<file path="src/rtl/odd_pipe_pkg.sv">
// Shared odd-pipe definitions: instruction field layout, decoded register fields
// and the round-robin pointer encoding.
package odd_pipe_pkg;

   localparam int unsigned RF_ADDR_W = 7;
   localparam int unsigned INST_W    = 32;
   localparam int unsigned OPC_W     = 11;

   // Fields are numbered big-endian: bit 0 is the opcode MSB.
   localparam int unsigned OPC_POS = 0;
   localparam int unsigned RB_POS  = 11;
   localparam int unsigned RA_POS  = 18;
   localparam int unsigned RT_POS  = 25;

   typedef struct packed {
      logic [RF_ADDR_W-1:0] rt;
      logic [RF_ADDR_W-1:0] ra;
      logic [RF_ADDR_W-1:0] rb;
   } inst_fields_t;

   typedef enum logic {
      RR_PORT0 = 1'b0,
      RR_PORT1 = 1'b1
   } rr_ptr_t;

   function automatic inst_fields_t get_fields(input logic [0:INST_W-1] inst);
      inst_fields_t f;
      f.rt = inst[RT_POS +: RF_ADDR_W];
      f.ra = inst[RA_POS +: RF_ADDR_W];
      f.rb = inst[RB_POS +: RF_ADDR_W];
      return f;
   endfunction

endpackage

</file>
<file path="src/rtl/perm_scoreboard.sv">
// In-flight destination FIFO for the permute pipe: per-requester hazard compare,
// occupancy count and in-order completion check.
module perm_scoreboard
   import odd_pipe_pkg::*;
#(
   parameter int unsigned DEPTH = 3,
   parameter int unsigned CNT_W = 2
) (
   input  logic                 clk,
   input  logic                 reset,
   input  logic                 clear,
   input  logic                 push,
   input  logic [RF_ADDR_W-1:0] push_rt,
   input  logic                 pop,
   input  logic [RF_ADDR_W-1:0] pop_rt,
   input  inst_fields_t         q0,
   input  inst_fields_t         q1,
   output logic                 haz0,
   output logic                 haz1,
   output logic                 full,
   output logic [CNT_W-1:0]     count,
   output logic                 err_cpl
);

   logic [RF_ADDR_W-1:0] ent [DEPTH];
   logic                 do_pop;
   logic                 do_push;
   logic [CNT_W-1:0]     wr_idx;

   assign full    = (count == CNT_W'(DEPTH));
   assign do_pop  = pop & (count != '0);
   assign do_push = push & (do_pop | ~full);
   assign wr_idx  = count - CNT_W'(do_pop);

   // Entries below count are live; an entry popped this cycle still blocks.
   always_comb begin
      haz0 = 1'b0;
      haz1 = 1'b0;
      for (int unsigned i = 0; i < DEPTH; i++) begin
         if (CNT_W'(i) < count) begin
            if (ent[i] == q0.rt || ent[i] == q0.ra || ent[i] == q0.rb) haz0 = 1'b1;
            if (ent[i] == q1.rt || ent[i] == q1.ra || ent[i] == q1.rb) haz1 = 1'b1;
         end
      end
   end

   // Collapsing FIFO: head always sits at ent[0].
   always_ff @(posedge clk or negedge reset) begin
      if (!reset) begin
         count   <= '0;
         err_cpl <= 1'b0;
         for (int unsigned i = 0; i < DEPTH; i++) ent[i] <= '0;
      end else begin
         if (pop && (count == '0 || ent[0] != pop_rt)) err_cpl <= 1'b1;
         if (clear) begin
            count <= '0;
         end else begin
            if (do_pop) begin
               for (int unsigned i = 0; i + 1 < DEPTH; i++) ent[i] <= ent[i+1];
            end
            for (int unsigned i = 0; i < DEPTH; i++) begin
               if (do_push && CNT_W'(i) == wr_idx) ent[i] <= push_rt;
            end
            count <= count + CNT_W'(do_push) - CNT_W'(do_pop);
         end
      end
   end

endmodule

</file>
<file path="src/rtl/permute_issue_ctrl.sv">
// Odd-pipe issue scheduler for permute_unit: two-port round-robin arbitration,
// hazard stall against in-flight ops, issue register and flush handling.
module permute_issue_ctrl
   import odd_pipe_pkg::*;
#(
   parameter int unsigned PIPE_DEPTH = 2
) (
   input  logic                            clk,
   input  logic                            reset,
   input  logic                            req0_valid,
   input  logic [0:INST_W-1]               req0_inst,
   input  logic                            req0_op_11,
   output logic                            req0_ready,
   input  logic                            req1_valid,
   input  logic [0:INST_W-1]               req1_inst,
   input  logic                            req1_op_11,
   output logic                            req1_ready,
   input  logic                            flush,
   output logic                            permute_unit_sel,
   output logic                            op_11_odd,
   output logic [0:INST_W-1]               inst_odd,
   output logic [RF_ADDR_W-1:0]            odd_ra_addr,
   output logic [RF_ADDR_W-1:0]            odd_rb_addr,
   output logic                            unit_reset,
   input  logic                            premute_out_availible,
   input  logic [RF_ADDR_W-1:0]            permute_addr_rt,
   output logic [$clog2(PIPE_DEPTH+2)-1:0] inflight_cnt,
   output logic                            illegal_op,
   output logic                            err_cpl
);

   localparam int unsigned DEPTH = PIPE_DEPTH + 1;
   localparam int unsigned CNT_W = $clog2(PIPE_DEPTH + 2);
   localparam int unsigned IGN_W = $clog2(PIPE_DEPTH + 1);

   inst_fields_t      f0, f1, win_f;
   logic              haz0, haz1, full, room;
   logic              elig0, elig1, gnt0, gnt1, grant;
   logic              cpl_en, win_op11;
   logic [0:INST_W-1] win_inst;
   logic [IGN_W-1:0]  ign_cnt;
   rr_ptr_t           rr_ptr;

   assign f0 = get_fields(req0_inst);
   assign f1 = get_fields(req1_inst);

   // Stale strobes from the flushed unit are dropped for PIPE_DEPTH cycles.
   assign cpl_en = premute_out_availible & ~flush & (ign_cnt == '0);
   // A completion in the same cycle frees the slot, keeping a full pipe streaming.
   assign room   = ~full | cpl_en;
   assign elig0  = req0_valid & ~haz0 & ~flush & room;
   assign elig1  = req1_valid & ~haz1 & ~flush & room;

   always_comb begin
      gnt0 = elig0 & (~elig1 | (rr_ptr == RR_PORT0));
      gnt1 = elig1 & (~elig0 | (rr_ptr == RR_PORT1));
   end

   assign grant      = gnt0 | gnt1;
   assign req0_ready = gnt0 & reset;
   assign req1_ready = gnt1 & reset;
   assign win_inst   = gnt1 ? req1_inst  : req0_inst;
   assign win_op11   = gnt1 ? req1_op_11 : req0_op_11;
   assign win_f      = gnt1 ? f1 : f0;

   perm_scoreboard #(
      .DEPTH (DEPTH),
      .CNT_W (CNT_W)
   ) u_sb (
      .clk     (clk),
      .reset   (reset),
      .clear   (flush),
      .push    (grant & win_op11),
      .push_rt (win_f.rt),
      .pop     (cpl_en),
      .pop_rt  (permute_addr_rt),
      .q0      (f0),
      .q1      (f1),
      .haz0    (haz0),
      .haz1    (haz1),
      .full    (full),
      .count   (inflight_cnt),
      .err_cpl (err_cpl)
   );

   always_ff @(posedge clk or negedge reset) begin
      if (!reset) begin
         rr_ptr           <= RR_PORT0;
         ign_cnt          <= '0;
         unit_reset       <= 1'b0;
         illegal_op       <= 1'b0;
         permute_unit_sel <= 1'b0;
         op_11_odd        <= 1'b0;
         inst_odd         <= '0;
         odd_ra_addr      <= '0;
         odd_rb_addr      <= '0;
      end else begin
         unit_reset <= flush;
         if (flush)             ign_cnt <= IGN_W'(PIPE_DEPTH);
         else if (ign_cnt != '0) ign_cnt <= ign_cnt - 1'b1;

         if (gnt0)      rr_ptr <= RR_PORT1;
         else if (gnt1) rr_ptr <= RR_PORT0;

         illegal_op <= grant & ~win_op11;
         if (grant && win_op11) begin
            permute_unit_sel <= 1'b1;
            op_11_odd        <= 1'b1;
            inst_odd         <= win_inst;
            odd_ra_addr      <= win_f.ra;
            odd_rb_addr      <= win_f.rb;
         end else begin
            permute_unit_sel <= 1'b0;
            op_11_odd        <= 1'b0;
            inst_odd         <= '0;
            odd_ra_addr      <= '0;
            odd_rb_addr      <= '0;
         end
      end
   end

endmodule

</file>
<file path="config.mk">
export PLATFORM = sky130hd
export DESIGN_NAME = permute_issue_ctrl
export DESIGN_NICKNAME = d
export VERILOG_FILES = /design/src/rtl/odd_pipe_pkg.sv /design/src/rtl/perm_scoreboard.sv /design/src/rtl/permute_issue_ctrl.sv
export SDC_FILE = /design/constraint.sdc
export NUM_CORES = 1
export LEC_CHECK = 0
export CAP_MARGIN = 20
export CORE_AREA = 3 3 101 152
export CTS_CLUSTER_SIZE = 25
export DETAILED_ROUTE_END_ITERATION = 16
export DIE_AREA = 0 0 104 155
export PLACE_DENSITY = 0.64
export SLEW_MARGIN = 25
export SYNTH_ARGS = -nofsm -noshare
export SYNTH_HDL_FRONTEND = slang
export SYNTH_SLANG_ARGS = --single-unit
</file>
<file path="constraint.sdc">
create_clock -name clk -period 6.6 [get_ports clk]
set_input_delay 1.98 -clock clk [delete_from_list [all_inputs] [get_ports clk]]
set_output_delay 1.98 -clock clk [all_outputs]
set_load 0.01 [all_outputs]
</file>
==> results_dict.tcl, run 1 <==
set metrics [dict create \
    ff_latch_area_sq_um 1551 \
    start_util 0.3197 \
    tightest_slew_ns 0.7999 \
    cap_violations 0 \
    wl_met3_um 751 \
    place_ws_ns 0.1304 \
    place_congestion 0.9484 \
    nets 644 \
    hold_buffers 0 \
    p_leak_nw 2.473 \
    drive_gt1_frac 0.07774 \
    worst_hold_path_type "flip-flop to flip-flop" \
    synthArstFlopShare 1.000 \
    slew_headroom 0.4667 \
    path_common_cell "clkdlybuf4s50_1" \
    synth_top_area_cell "dfrtp_1" \
    multi_input_area_sq_um 2567 \
    synthCells 453 \
    worst-path-max-fanout 4 \
    core_sq_um 14060 \
    clk_path_buf_depth 2 \
    yosysTopAreaCellShare 0.3452 \
    grt_usage 0.1871 \
    rsz0062_at_grt "no" \
    ff2ff_path_depth 11 \
    grt-ovfl-total 0 \
    synth_seq_cells 62 \
    crit_chain "clkdlybuf4s50_1, xnor2_1, nand4_1, nor4_1, buf_4, o31ai_2, nand4_2, nand2_2, and3_1, clkdlybuf4s50_1" \
    synthMostInstantiatedCell "xor2_1" \
    post-route-min-period_ns 6.431 \
    seq_area_frac_synth 0.3452 \
    dr.pass1.iters 4 \
    crit_path_start "req0_inst[15]" \
    ir_drop_mv 0.1003 \
    via_count 3752 \
    regToRegSetupSlack_ns 3.11 \
    drt_wl_total_um 14600 \
    ant_nets 0 \
    port_buffers 133 \
    finalWorstSetupSlack_ns 0.1691 \
    cts_tree "done" \
    final_util 0.4359 \
    r2r_end "u_sb.count[0]" \
    drcViolationCount 0 \
    htree_levels 3 \
    dieArea_sq_um 16120 \
    via_per_inst 4.950 \
    grt_pass1_wl_um 23180 \
    final_cell_area_sq_um 6128 \
    powerDensity_nw_per_um2 287.0 \
    num_rows 53 \
    period_share 0.9744 \
    clock_latency_ns 0.33 \
    start_kind "input port" \
    synth_commonest_cells "75 x xor2_1, 62 x dfrtp_1, 61 x xnor2_1, 54 x mux2i_1, 25 x buf_4" \
    highest_layer "met4" \
    dr.first_iter.drc_count 198 \
    clk_pin_slew_worst_paths_ns 0.05 \
    status "finished, final reports clean" \
    n_fill_cell 1354 \
    grt_max_degree 38 \
    cts_sinks 62 \
    cp_top_family "buffers and inverters" \
    clock_skew_ns 0.005467 \
    placed_cell_area_sq_um 5837 \
    max_clock_freq_mhz 155.5 \
    syn-cell-area_sq_um 4494 \
    critPathRequiredTime_ns 4.62 \
    reg2reg_from "u_sb.ent[11]" \
    endpoint_kind "output port" \
    numCtsBuffers 9 \
    grt_pass1_vias 4028 \
    synth_edf_count 0 \
    cts_setup_buffers 0 \
    path_buf_inv 3 \
    synth_nets 535 \
    syn_area_per_cell_sq_um 9.921 \
    timing.critical_path.slowest_cell_delay_ns 0.62 \
    ios 134 \
    areaGrowthSynthToFinish_pct 36.36 \
    dp_hpwl_um 11100 \
    die_h_um 155 \
    endpoint "req0_ready" \
    hold_ws_ns 0.4748 \
    insertedDiodeCount 0 \
    setup.worst_path.class "input port to output port" \
    maxSlewViolCount 0 \
    cp.depth 10 \
    dr_wl_met2_um 7590 \
    hold_viol 0 \
    antenna_found_initial 0 \
    yosys_warnings 0 \
    synth_area_leaders "dfrtp_1 35%, xor2_1 15%, mux2i_1 12%, xnor2_1 12%, buf_4 4.2%" \
    synth_ff_type "dfrtp_1" \
    dieWidth_um 104 \
    wl_per_cell_um 19.26 \
    arrival_ns 4.45 \
    slowest_stage "clkdlybuf4s50_1" \
    cts_root_buf "clkbuf_16" \
    ys_types 38 \
    final.setup.tns_ns 0 \
    wl_met1_um 5761 \
    finalSetupViolations 0 \
]
-- sequential cells by signal (all words and copies together) (netlist names) --
| name | cells |
|---|---|
| u_sb.err_cpl | 1 |
| inst_odd | 20 |
| u_sb.count | 2 |
| odd_rb_addr | 6 |
| illegal_op | 1 |
| rr_ptr | 1 |
| unit_reset | 1 |
| odd_ra_addr | 6 |
| u_sb.ent | 21 |
| ign_cnt | 2 |
| op_11_odd | 1 |
-- power breakdown --
part           internal (mW)  switching (mW)
combinational          0.343           0.258
clock                  0.282           0.168
sequential             0.451           0.257
total                   1.08           0.683
-- layer usage --
metal  GRT usage  vias to the layer above
li1            -                     1734
met1      0.2204                     1832
met2      0.3299                      153
met3     0.03155                       33
met4     0.08999                        0
met5           0                        -
-- stage by stage --
| step | cells | total power, mW |
|---|---|---|
| after detailed placement | 743 | 1.305 |
| after CTS | 758 | 1.763 |
| after global placement | 743 | 1.291 |
| final | 758 | 1.759 |
| after global routing | 758 | 1.855 |
| after floorplan | 453 | 1.102 |
-- timing repair --
action                                  4_1_cts  5_1_grt
endpoints found under the setup margin        0        1
hold endpoints to repair                      0        0
resized for setup                             0        1
-- cell families (layout without fill, tap and decap cells) --
| kind of cell | after synthesis | count (layout) | share of synthesized area |
|---|---|---|---|
| buf+inv | 64 | 177 | 0.08797 |
| fa+ha+maj | 3 | 3 | 0.008353 |
| xor+xnor | 136 | 136 | 0.2650 |
| mux | 54 | 54 | 0.1203 |
| simple gates | 105 | 105 | 0.1258 |
| flops | 62 | 62 | 0.3452 |
| compound gates | 29 | 29 | 0.04733 |
-- worst min-delay path by stage --
| stage | from | end | slack (ns) | depth (start not counted) |
|---|---|---|---|---|
| after CTS | u_sb.err_cpl | u_sb.err_cpl | 0.48 | 1 |
| final | u_sb.err_cpl | u_sb.err_cpl | 0.47 | 1 |
| after global placement | u_sb.err_cpl | u_sb.err_cpl | 0.45 | 1 |
| after detailed placement | u_sb.err_cpl | u_sb.err_cpl | 0.46 | 1 |
| after global routing | u_sb.err_cpl | u_sb.err_cpl | 0.50 | 1 |
| after floorplan | ign_cnt[0] | ign_cnt[0] | 0.50 | 2 |
-- layout by cell type (no fill, tap or decap), types with 9 or more instances in the layout --
cell,instances
clkbuf_16,9
xor2_1,75
buf_4,13
nor4_1,19
clkdlybuf4s50_1,132
nor2_1,21
nand4_1,18
inv_1,16
xnor2_1,61
dfrtp_1,62
nand3_1,15
mux2i_1,54
nand2_1,18
a21oi_1,15
-- layout make-up --
cell class / count / area share
timing repair buffer: 146 / 0.2323
inverter: 16 / 0.009800
tap: 192 / 0.03920
multi-input combinational: 327 / 0.4189
sequential: 62 / 0.2532
clock inverter: 3 / 0.003062
clock buffer: 12 / 0.04349
No activity file was read; power rests on OpenSTA's default activity.
==> inputs of run 2 (changes only) <==
Settings changed: CORE_AREA 3 3 101 152 to 3 3 107 161, DIE_AREA 0 0 104 155 to 0 0 110 164, PLACE_DENSITY 0.64 to 0.63, SYNTH_HIERARCHICAL set to 1.
==> run 2 against run 1 <==
  * Clock power grew 13%
  * Critical path depth is the same
  * Sequential cell count is the same
  * Combinational power shrank 15%
  * Largest cell class unchanged
  * Via count grew 14%
  * Sequential power shrank 19%
  * Highest routed layer unchanged
==> results_dict.tcl, run 2 <==
set metrics [dict create \
    status "finished, final reports clean" \
    final_cell_mix "105 x clkdlybuf4s50_1, 80 x xnor2_1, 62 x dfrtp_1" \
    clock_skew_ns 0.008652 \
    p_sw_uw 539.8 \
    hold_buffers 0 \
    post-route-min-period_ns 6.464 \
    syn-cell-area_sq_um 5075 \
    drive_gt1_frac 0.1977 \
    worst-path-max-fanout 4 \
    syn_area_per_cell_sq_um 10.23 \
    antenna_found_initial 0 \
    grt_pass1_vias 4605 \
    dp_hpwl_um 13320 \
    grt_pass1_wl_um 27120 \
    final-instance-count-excl-fill 813 \
    slew_headroom 0.5380 \
    grt_usage 0.2024 \
    core_sq_um 16050 \
    maxSlewViolCount 0 \
    finalPower_mw 1.594 \
    cts_tree "done" \
    yosys_warnings 6 \
    ir_drop_mv 0.09420 \
    clk_path_buf_depth 2 \
    switching_share 0.3387 \
    synth_area_leaders "dfrtp_1 31%, xnor2_1 14%, xor2_1 9.7%, a22oi_2 7.1%, mux2_2 5.1%" \
    slowest_stage "clkdlybuf4s50_1" \
    drcViolationCount 0 \
    synthMostInstantiatedCell "xnor2_1" \
    p_int_mw 1.054 \
    path_buf_inv 3 \
    synthArstFlopShare 1.000 \
    drt_wl_total_um 17630 \
    path_common_cell "clkdlybuf4s50_1" \
    insertedDiodeCount 0 \
    synth_commonest_cells "80 x xnor2_1, 62 x dfrtp_1, 56 x xor2_1, 35 x o21ai_0, 34 x nand3_1" \
    place_inst 797 \
    nets 684 \
    synth_ff_type "dfrtp_1" \
    hold-path-endpoint "u_sb/err_cpl" \
    worstHoldStart "u_sb/err_cpl" \
    start_util 0.3163 \
    start_kind "input port" \
    dr.first_iter.drc_count 191 \
    n_fill_cell 1561 \
    via_count 4265 \
    rsz0062_at_grt "no" \
    seqPwrFrac 0.360 \
    wl_per_cell_um 21.68 \
    reg_top3 "u_sb/ent: 21 flops, inst_odd: 20 flops" \
    num_rows 57 \
    p_leak_nw 2.891 \
    ff2ff_path_depth 15 \
    tightest_slew_ns 0.6929 \
    worst_hold_path_type "flip-flop to flip-flop" \
    areaGrowthSynthToFinish_pct 34.66 \
    r2r_end "u_sb/ent[14]" \
    power_frac_clock 0.319 \
    grt-ovfl-total 0 \
    seq_area_frac_synth 0.3057 \
    place_congestion 0.9062 \
    htree_levels 3 \
    final_common_cell "clkdlybuf4s50_1" \
    dr.pass1.iters 4 \
    ios 134 \
    powerDensity_nw_per_um2 233.2 \
    critPathRequiredTime_ns 4.62 \
    cp_top_family "buffers and inverters" \
    setup.worst_path.class "input port to output port" \
    synth_top_area_cell "dfrtp_1" \
    synth_nets 578 \
    p_comb_frac 0.321 \
    via_per_inst 5.246 \
    port_buffers 133 \
    crit_chain "clkdlybuf4s50_1, buf_4, xor2_1, nor4_1, o31ai_1, nand3_1, or3b_4, nand3_4, nor2_1, clkdlybuf4s50_1" \
    hold_viol 0 \
    max_clock_freq_mhz 154.7 \
    dieWidth_um 110 \
    finalSetupViolations 0 \
    synth_seq_cells 62 \
    timing.critical_path.slowest_cell_delay_ns 0.56 \
    ant_nets 0 \
    clock_latency_ns 0.34 \
    arrival_ns 4.48 \
    synthCells 496 \
    ys_types 48 \
    endpoint_kind "output port" \
    whs_path_depth 1 \
    regMostFlops "u_sb/ent" \
    cts_root_buf "clkbuf_16" \
    cts_setup_buffers 0 \
    reg2reg_from "u_sb/ent[16]" \
    clk_pin_slew_worst_paths_ns 0.06 \
    yosysTopAreaCellShare 0.3057 \
    period_share 0.9794 \
    cap_violations 0 \
    largest_reg_flops 21 \
    die_h_um 164 \
    synth_edf_count 0 \
    numCtsBuffers 9 \
    grt_max_degree 36 \
    cts_sinks 62 \
    regToRegSetupSlack_ns 2.46 \
    dieArea_sq_um 18040 \
]
## run 2: cell types whose count changed in the layout (fill, tap and decap cells not counted), sizes merged, moves of 19 or more
cell and delta:
o21ai +35, clkdlybuf4s50 -27, a22oi +32, mux2i -54, dlymetal6s2s +19, mux2 +43, xor2 -19, xnor2 +19
nand3 +19
## run 2: worst max-delay path by stage
stage                       start          to  slack [ns]  cells after the start
finish              req0_inst[13]  req1_ready        0.14                     10
global route        req1_inst[15]  req1_ready       0.006                     10
CTS                 req0_inst[13]  req0_ready      -0.004                     11
detailed placement  req0_inst[31]  req0_ready       -0.04                     11
global placement    req1_inst[26]  req0_ready       -0.05                     10
floorplan           req0_inst[28]  req1_ready        1.22                      9
## run 2: kinds of logic (layout without fill, tap and decap cells)
kind of cell / count (synthesis) / in the layout / synth area share
XOR/XNOR: 136 / 136 / 0.2347
AND/OR/NAND/NOR: 102 / 102 / 0.1253
AO/OA/AOI/OAI: 86 / 86 / 0.1469
buffers and inverters: 64 / 175 / 0.07421
flip-flops: 62 / 62 / 0.3057
multiplexers: 43 / 43 / 0.1058
adder cells (fa/ha/maj): 3 / 3 / 0.007397
## run 2: what timing repair did
item | CTS | global route
setup endpoints to repair | 2 | 2
pin swaps | 0 | 3
resized for setup | 9 | 21
## run 2: stage by stage
stage | setup TNS (ns) | util | instance area, sq um | worst slack (ns) | hold slack [ns]
final | 0 | 0.4259 | 6834 | 0.1357 | 0.4724
after global routing | 0 | 0.4259 | 6834 | 0.006238 | 0.5299
after CTS | -0.004274 | 0.4224 | 6778 | -0.004274 | 0.4872
after detailed placement | -0.04947 | 0.4029 | 6465 | -0.03837 | 0.4642
after global placement | -0.09428 | 0.4029 | 6465 | -0.05215 | 0.4669
after floorplan | 0 | - | 5075 | 1.223 | 0.4623
## run 2: power groups by stage
stage          Sequential, mW  Combinational, mW  Clock, mW
6_report                0.573              0.512      0.508
2_1_floorplan           0.459              0.419          0
3_3_place_gp            0.577              0.503          0
3_5_place_dp            0.580              0.513          0
4_1_cts                 0.573              0.515      0.522
5_1_grt                 0.581              0.562      0.535
## run 2: cell type report
| class | count | area [sq um] | area share |
|---|---|---|---|
| multi-input combinational | 370 | 3168 | 0.4636 |
| sequential | 62 | 1551 | 0.2270 |
| timing repair buffer | 154 | 1521 | 0.2226 |
| tap | 206 | 257.7 | 0.03772 |
| clock buffer | 12 | 246.5 | 0.03607 |
| clock inverter | 4 | 70.07 | 0.01025 |
| inverter | 5 | 18.77 | 0.002746 |
## run 2: metal layers
metal / wire, um / up-vias / track usage
met1: 6860 / 2119 / 0.2396
met5: 0 / - / 0
li1: - / 1952 / -
met4: 621 / 0 / 0.1044
met3: 1051 / 40 / 0.02910
met2: 9092 / 154 / 0.3489
==> inputs of run 3 (changes only) <==
Settings changed: CORE_AREA 3 3 107 161 to 3 3 91 137, DIE_AREA 0 0 110 164 to 0 0 94 140, PLACE_DENSITY 0.63 to 0.82.
==> run 3 against run 2 <==
  * Via count grew 2.5%
  * Setup slack lost 0.062 ns
  * Sequential cell count is the same
  * Critical path depth is the same
  * Non-clock buffer count shrank 6
  * Register-to-register slack gained 0.07 ns
  * Largest cell class unchanged
  * Largest power group unchanged
==> results_dict.tcl, run 3 (synthesized netlist as in run 2, its figures left out) <==
set metrics [dict create \
    htree_levels 3 \
    ios 134 \
    dieArea_sq_um 13160 \
    critPathRequiredTime_ns 4.62 \
    clock_skew_ns 0.005794 \
    setup.worst_path.class "input port to output port" \
    nets 678 \
    grt_usage 0.2544 \
    drt_wl_total_um 16640 \
    dr.first_iter.drc_count 376 \
    regMostFlops "u_sb/ent" \
    final_cell_mix "125 x clkdlybuf4s50_1, 80 x xnor2_1, 62 x dfrtp_1" \
    hold_buffers 0 \
    start_util 0.4447 \
    antenna_found_initial 0 \
    ff2ff_path_depth 13 \
    grt_max_degree 35 \
    endpoint_kind "output port" \
    clk_pin_slew_worst_paths_ns 0.05 \
    drive_gt1_frac 0.1897 \
    hold_ws_ns 0.4733 \
    via_count 4373 \
    core_sq_um 11410 \
    cts_root_buf "clkbuf_16" \
    power_frac_clock 0.286 \
    worst_hold_path_type "flip-flop to flip-flop" \
    highest_layer "met4" \
    finalSetupViolations 0 \
    p_comb_frac 0.336 \
    wl_met3_um 889 \
    endpoint "req1_ready" \
    via_per_inst 5.823 \
    grt-ovfl-total 0 \
    final-instance-count-excl-fill 751 \
    post-route-min-period_ns 6.526 \
    cts_tree "done" \
    place_congestion 0.9929 \
    insertedDiodeCount 0 \
    arrival_ns 4.55 \
    period_share 0.9888 \
    drcViolationCount 0 \
    cts_sinks 62 \
    powerDensity_nw_per_um2 228.2 \
    largest_reg_flops 21 \
    numCtsBuffers 9 \
    grt_pass1_wl_um 25520 \
    r2r_end "u_sb/ent[17]" \
    num_rows 48 \
    hold_viol 0 \
    p_sw_uw 542.3 \
    worst-path-max-fanout 4 \
    areaGrowthSynthToFinish_pct 31.11 \
    reg2reg_from "u_sb/ent[15]" \
    grt_pass1_vias 4484 \
    clk_path_buf_depth 2 \
    n_fill_cell 980 \
    seqPwrFrac 0.377 \
    finalWorstSetupSlack_ns 0.07420 \
    final_common_cell "clkdlybuf4s50_1" \
    wl_per_cell_um 22.16 \
    clock_latency_ns 0.34 \
    regToRegSetupSlack_ns 2.53 \
    tightest_slew_ns 1.041 \
    wl_met1_um 6229 \
    cap_violations 0 \
    crit_path_start "req0_inst[23]" \
    reg_top3 "u_sb/ent: 21 flops, inst_odd: 20 flops" \
    dieWidth_um 94 \
    place_ws_ns 0.01247 \
    p_leak_nw 2.714 \
    dr.pass1.iters 5 \
    max_clock_freq_mhz 153.2 \
    slew_headroom 0.3061 \
    start_kind "input port" \
    die_h_um 140 \
    maxSlewViolCount 0 \
    dp_hpwl_um 12240 \
    p_int_uw 976.2 \
    dr_wl_met2_um 8819 \
    port_buffers 133 \
    status "finished, final reports clean" \
    ant_nets 0 \
    switching_share 0.3571 \
    final.setup.tns_ns 0 \
    place_inst 733 \
    ir_drop_mv 0.1219 \
]
-- run 3: cell count changes in the layout (fill, tap and decap cells not counted), moves of 2 or more --
cell             before  now
dlymetal6s2s_1       19    7
bufinv_16             2    0
dlygate4sd2_1         8    0
buf_4                21   15
clkdlybuf4s50_1     105  125
or3b_1                0    2
-- run 3: repair_timing --
action                                  4_1_cts  5_1_grt
buffers inserted                              0        2
resized for setup                             0       11
endpoints found under the setup margin        0        2
-- run 3: area by class of cell --
cell class	instances	area (sq um)	share of cell area
tap	150	187.7	0.02821
sequential	62	1551	0.2332
clock inverter	4	22.52	0.003385
inverter	5	18.77	0.002821
multi-input combinational	370	3171	0.4765
timing repair buffer	148	1456	0.2189
clock buffer	12	246.5	0.03704
-- run 3: worst min-delay path by stage --
stage | startpoint | end | cells past startpoint
5_1_grt | ign_cnt[1] | ign_cnt[1] | 1
6_report | u_sb/err_cpl | u_sb/err_cpl | 1
4_1_cts | u_sb/err_cpl | u_sb/err_cpl | 1
2_1_floorplan | ign_cnt[1] | ign_cnt[1] | 1
3_5_place_dp | u_sb/err_cpl | u_sb/err_cpl | 1
3_3_place_gp | u_sb/err_cpl | u_sb/err_cpl | 1
-- run 3: layer usage --
layer / GRT usage / up-vias
li1: - / 1944
met1: 0.2910 / 2190
met2: 0.4437 / 187
met3: 0.04191 / 52
met4: 0.1377 / 0
met5: 0 / -
-- run 3: power groups by stage --
stage	Sequential (mW)	Clock (mW)	Combinational, mW
2_1_floorplan	0.459	0	0.419
3_3_place_gp	0.572	0	0.491
3_5_place_dp	0.573	0	0.503
4_1_cts	0.567	0.438	0.506
5_1_grt	0.576	0.454	0.555
6_report	0.573	0.435	0.511
-- run 3: metrics by stage --
step / total power [mW] / cell area [sq um] / util
6_report: 1.518 / 6654 / 0.5831
5_1_grt: 1.584 / 6654 / 0.5831
4_1_cts: 1.511 / 6598 / 0.5782
3_5_place_dp: 1.076 / 6329 / 0.5546
3_3_place_gp: 1.063 / 6329 / 0.5546
2_1_floorplan: 0.8780 / 5075 / -
-- run 3: critical path, cell delays in order --
cell	delay [ns]
clkdlybuf4s50_1	0.59
xnor2_1	0.15
nand4_1	0.14
nor4_1	0.36
o31ai_1	0.14
nand3_1	0.19
or3b_1	0.21
nand3_4	0.08
nor2_1	0.14
clkdlybuf4s50_1	0.56
